### src/rtl/morse_pkg.sv
// Shared types and defaults for the Morse character buffer slice.
// Imported by the holding buffer and the top-level shifter.
package morse_pkg;

    typedef enum logic [1:0] {
        IDLE  = 2'd0,
        SHIFT = 2'd1,
        GAP   = 2'd2
    } morse_st_t;

    localparam int MORSE_GAP_LEN = 7;
    localparam int MORSE_CODE_W  = 8;

endpackage

### src/rtl/morse_char_buf.sv
// One-entry holding buffer that queues the next Morse character
// while the active one is still being serialised.
module morse_char_buf
    import morse_pkg::*;
#(
    parameter int CODE_W = MORSE_CODE_W,
    parameter int LEN_W  = 4
) (
    input  logic              clock,
    input  logic              reset_n,
    input  logic              push,
    input  logic              pop,
    input  logic [CODE_W-1:0] wr_code,
    input  logic [LEN_W-1:0]  wr_len,
    output logic [CODE_W-1:0] hold_code,
    output logic [LEN_W-1:0]  hold_len,
    output logic              hold_full,
    output logic              ready
);

    logic [CODE_W-1:0] code_r;
    logic [LEN_W-1:0]  len_r;
    logic              full_r;

    // Capture only into an empty slot so a held item can never be overwritten.
    always_ff @(posedge clock or negedge reset_n) begin
        if (!reset_n) begin
            code_r <= {CODE_W{1'b0}};
            len_r  <= {LEN_W{1'b0}};
            full_r <= 1'b0;
        end else if (push && !full_r) begin
            code_r <= wr_code;
            len_r  <= wr_len;
            full_r <= 1'b1;
        end else if (pop) begin
            full_r <= 1'b0;
        end else begin
            full_r <= full_r;
        end
    end

    assign hold_code = code_r;
    assign hold_len  = len_r;
    assign hold_full = full_r;
    assign ready     = !full_r;

endmodule

### src/rtl/morse_code_buf.sv
// Morse character register with valid/ready load, one-entry queue and
// MSB-first serialisation driven by the element timing FSM strobe.
module morse_code_buf
    import morse_pkg::*;
#(
    parameter int CODE_W  = MORSE_CODE_W,
    parameter int LEN_W   = 4,
    parameter int GAP_LEN = MORSE_GAP_LEN
) (
    input  logic              clock,
    input  logic              reset_n,
    input  logic [CODE_W-1:0] charcode_data,
    input  logic [LEN_W-1:0]  charlen_data,
    input  logic              char_valid,
    output logic              char_ready,
    input  logic              shft_cnt,
    output logic              shft_data,
    output logic [LEN_W-1:0]  cntr_data,
    output logic              is_gap,
    output logic              busy,
    output logic              char_done
);

    morse_st_t         state_r, state_s;
    logic [CODE_W-1:0] shift_r, shift_s;
    logic [LEN_W-1:0]  cntr_r, cntr_s;
    logic              done_r, is_gap_r, busy_r;
    logic              accept_s, last_s, direct_s, push_s, pop_s, load_s;
    logic [CODE_W-1:0] ld_code_s, hold_code_s;
    logic [LEN_W-1:0]  ld_len_s, hold_len_s;
    logic              hold_full_s, hold_ready_s;

    function automatic logic [LEN_W-1:0] clamp_len(input logic [LEN_W-1:0] len);
        if (len > LEN_W'(CODE_W)) begin
            return LEN_W'(CODE_W);
        end else begin
            return len;
        end
    endfunction

    morse_char_buf #(
        .CODE_W (CODE_W),
        .LEN_W  (LEN_W)
    ) u_hold (
        .clock     (clock),
        .reset_n   (reset_n),
        .push      (push_s),
        .pop       (pop_s),
        .wr_code   (charcode_data),
        .wr_len    (charlen_data),
        .hold_code (hold_code_s),
        .hold_len  (hold_len_s),
        .hold_full (hold_full_s),
        .ready     (hold_ready_s)
    );

    // Route accepts: straight into active when it is (or is about to be) empty, else queue.
    always_comb begin
        accept_s  = char_valid && hold_ready_s;
        last_s    = (state_r != IDLE) && shft_cnt && (cntr_r == LEN_W'(1));
        direct_s  = accept_s && ((state_r == IDLE) || last_s);
        push_s    = accept_s && !direct_s;
        pop_s     = last_s && hold_full_s;
        load_s    = direct_s || pop_s;
        ld_code_s = pop_s ? hold_code_s : charcode_data;
        ld_len_s  = pop_s ? hold_len_s : charlen_data;
    end

    // Next active state, shifter and down-counter.
    always_comb begin
        state_s = state_r;
        shift_s = shift_r;
        cntr_s  = cntr_r;
        if (load_s) begin
            if (ld_len_s == {LEN_W{1'b0}}) begin
                state_s = GAP;
                cntr_s  = LEN_W'(GAP_LEN);
                shift_s = {CODE_W{1'b0}};
            end else begin
                state_s = SHIFT;
                cntr_s  = clamp_len(ld_len_s);
                shift_s = ld_code_s;
            end
        end else if (last_s) begin
            // Clear leftover code bits beyond the length so idle output stays 0.
            state_s = IDLE;
            cntr_s  = {LEN_W{1'b0}};
            shift_s = {CODE_W{1'b0}};
        end else if ((state_r != IDLE) && shft_cnt) begin
            shift_s = {shift_r[CODE_W-2:0], 1'b0};
            cntr_s  = cntr_r - LEN_W'(1);
        end else begin
            state_s = state_r;
        end
    end

    // Active register, status flags and done pulse.
    always_ff @(posedge clock or negedge reset_n) begin
        if (!reset_n) begin
            state_r  <= IDLE;
            shift_r  <= {CODE_W{1'b0}};
            cntr_r   <= {LEN_W{1'b0}};
            done_r   <= 1'b0;
            is_gap_r <= 1'b0;
            busy_r   <= 1'b0;
        end else begin
            state_r  <= state_s;
            shift_r  <= shift_s;
            cntr_r   <= cntr_s;
            done_r   <= last_s;
            is_gap_r <= (state_s == GAP);
            busy_r   <= (state_s != IDLE);
        end
    end

    assign shft_data  = shift_r[CODE_W-1];
    assign cntr_data  = cntr_r;
    assign is_gap     = is_gap_r;
    assign busy       = busy_r;
    assign char_done  = done_r;
    assign char_ready = hold_ready_s;

endmodule
### config.mk
export PLATFORM = sky130hd
export DESIGN_NAME = morse_code_buf
export DESIGN_NICKNAME = d
export VERILOG_FILES = /design/src/rtl/morse_pkg.sv /design/src/rtl/morse_char_buf.sv /design/src/rtl/morse_code_buf.sv
export SDC_FILE = /design/constraint.sdc
export NUM_CORES = 1
export LEC_CHECK = 0
export ABC_AREA = 1
export ABC_CLOCK_PERIOD_IN_PS = 2000
export CORE_UTILIZATION = 53
export DETAILED_ROUTE_END_ITERATION = 10
export PLACE_DENSITY = 0.78
export SKIP_LAST_GASP = 1
export SYNTH_ARGS = -nofsm -noshare
export SYNTH_HDL_FRONTEND = slang
export SYNTH_SLANG_ARGS = --single-unit
export TNS_END_PERCENT = 1
### constraint.sdc
create_clock -name clock -period 2 [get_ports clock]
set_clock_uncertainty 0.05 [all_clocks]
set_input_delay 0.4 -clock clock [delete_from_list [all_inputs] [get_ports clock]]
set_output_delay 0.4 -clock clock [all_outputs]
set_load 0.005 [all_outputs]
==> flow_metrics.tcl <==
set metrics [dict create \
    max_freq_ghz 0.529 \
    insertion_delay_ns 0.34 \
    post_cts_buffers 0 \
    ys_seq_elements 30 \
    stdcell_area_mm2 0.00211 \
    hold_class "primary input to asynchronous set/reset pin" \
    drt_iter0_markers 46 \
    max_stage_delay_ns 0.51 \
    antenna_found_initial 0 \
    syn-num-nets 221 \
    clock_tree.buffer_depth 2 \
    power_w 0.00107 \
    slew_headroom_pct 74.9 \
    final_cell_mix "nor2_1 (30), dfrtp_1 (30), nand2_1 (28)" \
    worstSetupPathType "flop to primary output" \
    period_needed_ns 1.89 \
    layout_worst_path_cycle_share_pct 94.5 \
    ctsRootBufferMaster "clkbuf_4" \
    grt_pass1_wl_mm 5.48 \
    tightest_slew_ns 0.376 \
    ios 25 \
    synth_area_mm2 0.00168 \
    synth_cell_types 30 \
    avgSynthCellArea_um2 8.25 \
    slew_violations 0 \
    grt_pass1_vias 1267 \
    cts.sinks 30 \
    wl_mm 3.00 \
    clkSlewWorstSetupHoldPaths_ns 0.10 \
    drv_cap 0 \
    synth_edf_count 0 \
    n_antenna_cell 0 \
    port_buffers 24 \
    setup_violations 0 \
    crit_fanout 6 \
    rows 20 \
    hold_viol 0 \
    cts_buffers 5 \
    chipWidth_um 58.2 \
    cp_data_arrival_time_ns 1.44 \
    critPathLaunchType "flop" \
    antenna_left 0 \
    viasPerCell 4.79 \
    dp_hpwl_mm 2.24 \
    drive_gt1_share_pct 21.6 \
    layout_setup_ws_ns 0.111 \
    area_growth_pct 25.8 \
    gp_congestion 0.804 \
    die_area_mm2 0.00339 \
    fin_nets 258 \
    post-route-drc-count 0 \
    powerDensity_mw_per_mm2 506 \
    ys_warn_count 0 \
    synthArstFlopShare_pct 100 \
    tritoncts "done" \
    n_fill_cell 271 \
    ys_seq_area_share_pct 44.8 \
    vias 1366 \
    placed_area_mm2 0.00204 \
    crit_slowest_cell "clkdlybuf4s50_1" \
    core-area_mm2 0.00303 \
    crit_chain "inv_1 > clkdlybuf4s50_1" \
    grt_use_total_pct 21.7 \
    max-vdd-ir-drop_mv 0.370 \
    grt_max_degree 31 \
    drt_pass1_iterations 4 \
    htreeDepth 2 \
    rsz0062_at_grt "false" \
    synthFlopType "dfrtp_1" \
    endpoint_kind "primary output" \
    dp_slack_ns -0.0923 \
    power.leakage_nw 1.02 \
    postSynthCellCount 203 \
    fp.dieH_um 58.2 \
    holdWs_ns 0.392 \
    status "completed" \
    initial_core_util_pct 55.3 \
    wire_per_inst_um 10.5 \
    required_ns 1.55 \
    overflow 0 \
]
==> flip-flops by register name (all words and copies together), names as in the netlist <==
name / cells
cntr_data: 4
state_r: 2
shift_r: 8
busy: 1
u_hold.hold_code: 8
is_gap: 1
char_done: 1
u_hold.hold_len: 4
u_hold.hold_full: 1
==> cells by family (layout without fill, tap and decap cells) <==
logic type	count (synthesis)	count (layout)	share of synthesized area [%]
buffers and inverters	35	73	8.74
flip-flops	30	30	44.8
AND/OR/NAND/NOR	88	88	25.2
AO/OA/AOI/OAI	42	42	16.1
XOR/XNOR	2	2	1.05
adder cells (fa/ha/maj)	2	2	1.49
multiplexers	4	4	2.69
==> worst max-delay path: cells and delay by family (launching register included) <==
kind	cells	cell delay, ns
buffers and inverters	2	0.63
flip-flops	1	0.48
==> stage by stage <==
step	std cells	TNS, ns	util [%]
floorplan	203	0	-
global placement	277	-0.242	67.5
detailed placement	277	-0.456	67.5
CTS	285	0	69.6
global route	285	0	69.6
finish	285	0	69.6
==> what timing repair did <==
item,in CTS,in global routing
hold endpoints to repair,0,0
gates resized for setup,0,2
setup endpoints to repair,0,1
hold buffers,0,0
==> power by group <==
| group | total [W] | internal (W) | switching [W] |
|---|---|---|---|
| clock | 0.000387 | 0.000169 | 0.000218 |
| sequential | 0.000606 | 0.000606 | 0 |
| combinational | 0.0000739 | 0.0000398 | 0.0000340 |
| total | 0.00107 | 0.000815 | 0.000252 |
==> routing by layer <==
| layer | global-route usage, % | up-vias | routed length (um) |
|---|---|---|---|
| met5 | 0 | - | 0 |
| met4 | 10.5 | 0 | 53 |
| met3 | 4.91 | 5 | 100 |
| met2 | 31.2 | 27 | 1330 |
| met1 | 30.9 | 605 | 1520 |
| li1 | - | 729 | - |
==> cells in the mapped netlist (all sizes together), types with 2 or more instances <==
library cell	n	area, um^2
a21oi	16	121
buf	4	28.8
clkbuf	4	16.3
dfrtp	30	751
ha	2	25.0
inv	27	101
mux2	4	45.0
nand2	34	158
nand3	16	92.6
nor2	37	166
o21ai	23	126
==> cell type report <==
class | count | area (um^2) | share of cell area (%)
sequential | 30 | 751 | 35.6
timing repair buffer | 38 | 358 | 17.0
inverter | 27 | 101 | 4.81
clock buffer | 6 | 51.3 | 2.43
clock inverter | 2 | 12.5 | 0.594
tap | 44 | 55.1 | 2.61
multi-input combinational | 138 | 778 | 36.9
==> path summary, 6_finish.rpt <==
path | startpoint | endpoint | slack, ns | depth (start not counted)
setup / recovery | u_hold.hold_full | char_ready | 0.11 | 2
hold / removal | reset_n | u_hold.hold_code[4] | 0.39 | 2
setup reg to reg | cntr_data[1] | cntr_data[1] | 0.21 | 12
hold reg to reg | u_hold.hold_code[7] | u_hold.hold_code[7] | 0.46 | 2
max in group asynchronous | reset_n | u_hold.hold_len[1] | 1.23 | 2
min in group clock | u_hold.hold_code[7] | u_hold.hold_code[7] | 0.46 | 2
No activity file was read; power rests on OpenSTA's default activity.
==> variant: new RTL, same settings <==
`LEN_W` is set to 4 in 2 places; all go to 2.
--- a/src/rtl/morse_char_buf.sv
+++ b/src/rtl/morse_char_buf.sv
@@ -5,5 +5,5 @@
 #(
     parameter int CODE_W = MORSE_CODE_W,
-    parameter int LEN_W  = 4
+    parameter int LEN_W  = 2
 ) (
     input  logic              clock,
--- a/src/rtl/morse_code_buf.sv
+++ b/src/rtl/morse_code_buf.sv
@@ -5,5 +5,5 @@
 #(
     parameter int CODE_W  = MORSE_CODE_W,
-    parameter int LEN_W   = 4,
+    parameter int LEN_W   = 2,
     parameter int GAP_LEN = MORSE_GAP_LEN
 ) (
Interface: changed (resized charlen_data and cntr_data); port bits go from 25 to 21. No check against the original RTL was run, so the function may have changed too.
==> variant against the unedited design <==
Area after synthesis fell by 19%. Sequential cell count fell by 4. Routed wire length fell by 10%. Final area fell by 22%. Worst setup slack lost 0.0036 ns. Synthesized cell count decreased by 20%. Non-clock buffer count decreased by 11. Critical endpoint unchanged. Largest cell class is now registers. Highest routed layer unchanged.
Power is not compared: it rests on default switching activity, and its combinational part moved more than twofold at a synthesized area within 25%.
==> variant: results (changes against the unedited design) <==
* CTS buffer count at 3 (-2)
* CP Max Fanout at 11 (+5)
* Placer Congestion at 0.869 (+8.1%)
* CTS root buf: clkbuf_4
* HPWL after DPL at 2.02 mm (-9.9%)
* Pwr Total at 2.25 mW
* Antenna violations before repair at 0 (unchanged)
* # placed instances at 211 (-24%)
* Post-Layout Cell Count at 215 (-25%)
* Synth Area in Compound Gates at 13.2% (-2.8 points)
* H-Tree Depth at 1 (-1)
* 1st-iter DRT viols at 21 (-54%)
* Slowest cell on the critical path: dfrtp_2
* Post-DP Area at 1610 µm² (-21%)
* Slew headroom at 78.3% (+3.4 points)
* Hold Slack at 0.358 ns (-0.0345 ns)
* All-Layer GR Usage at 23.4% (+1.8 points)
* Vias at 1146 (-16%)
* Crit path time final at 1.89 ns (+0.00358 ns)
* Status: completed
* Post-Syn Nets at 177 (-20%)
* I/O Buffers at 20 (-17%)
* Clock Latency Late Sink at 0.33 ns
* R2R Setup Slk at 0.30 ns (+0.09 ns)
* Synth cell count leaders: nand2_1, dfrtp_1, inv_1
* DP Worst Slack at 0.0329 ns (+0.125 ns)
* Layout cell share with drive strength beyond 1 at 17.8% (-3.7 points)
* Synth Area in Adders at 0.918% (-0.58 points)
* Count of different cell masters after synthesis at 24 (-20%)
* Ranking of synthesized cells by area: dfrtp_1, nand2_1, o21ai_0
* Sequential-to-total area share from yosys stat at 47.8% (+2.9 points)
* Post-synthesis cell count at 162 (-20%)
* Largest net degree at the start of global routing at 27 (-13%)
* Layout fillers at 210 (-23%)
* Avg WL per Cell at 12.5 µm (+19%)
* First-pass GRT wire length at 4.73 mm (-14%)
* Worst reg2reg endpoint: shift_r[4]$_DFFE_PN0P_
* Mux share of post-synthesis cell area at 0% (-2.7 points)
* Post-synthesis xor/xnor area fraction at 0% (-1.0 points)
variant: cell count changes after synthesis, sizes merged, moves of 5 or more:
cell    before  now
nor2        37   13
nand4        0   10
o21ai       23   15
a21oi       16    9
nand2       34   40
nand3       16   10
o211ai       1    7
inv         27   22
variant: final cells by class:
cell class / instances / area [µm²] / area share [%]
sequential: 26 / 652 / 39.6
multi-input combinational: 106 / 572 / 34.8
timing repair buffer: 27 / 265 / 16.1
inverter: 22 / 82.6 / 5.02
tap: 30 / 37.5 / 2.28
clock buffer: 4 / 36.3 / 2.21
variant: timing repair:
item,4_1_cts,5_1_grt
resized for setup,0,1
hold buffers,0,0
endpoints found under the setup margin,0,1
hold endpoints to repair,0,0
variant: layer usage:
layer | GRT usage, % | up-vias | routed length (µm)
met1 | 31.6 | 527 | 1280
met5 | 0 | - | 0
met2 | 37.3 | 30 | 1250
met3 | 3.77 | 7 | 102
li1 | - | 582 | -
met4 | 9.21 | 0 | 50
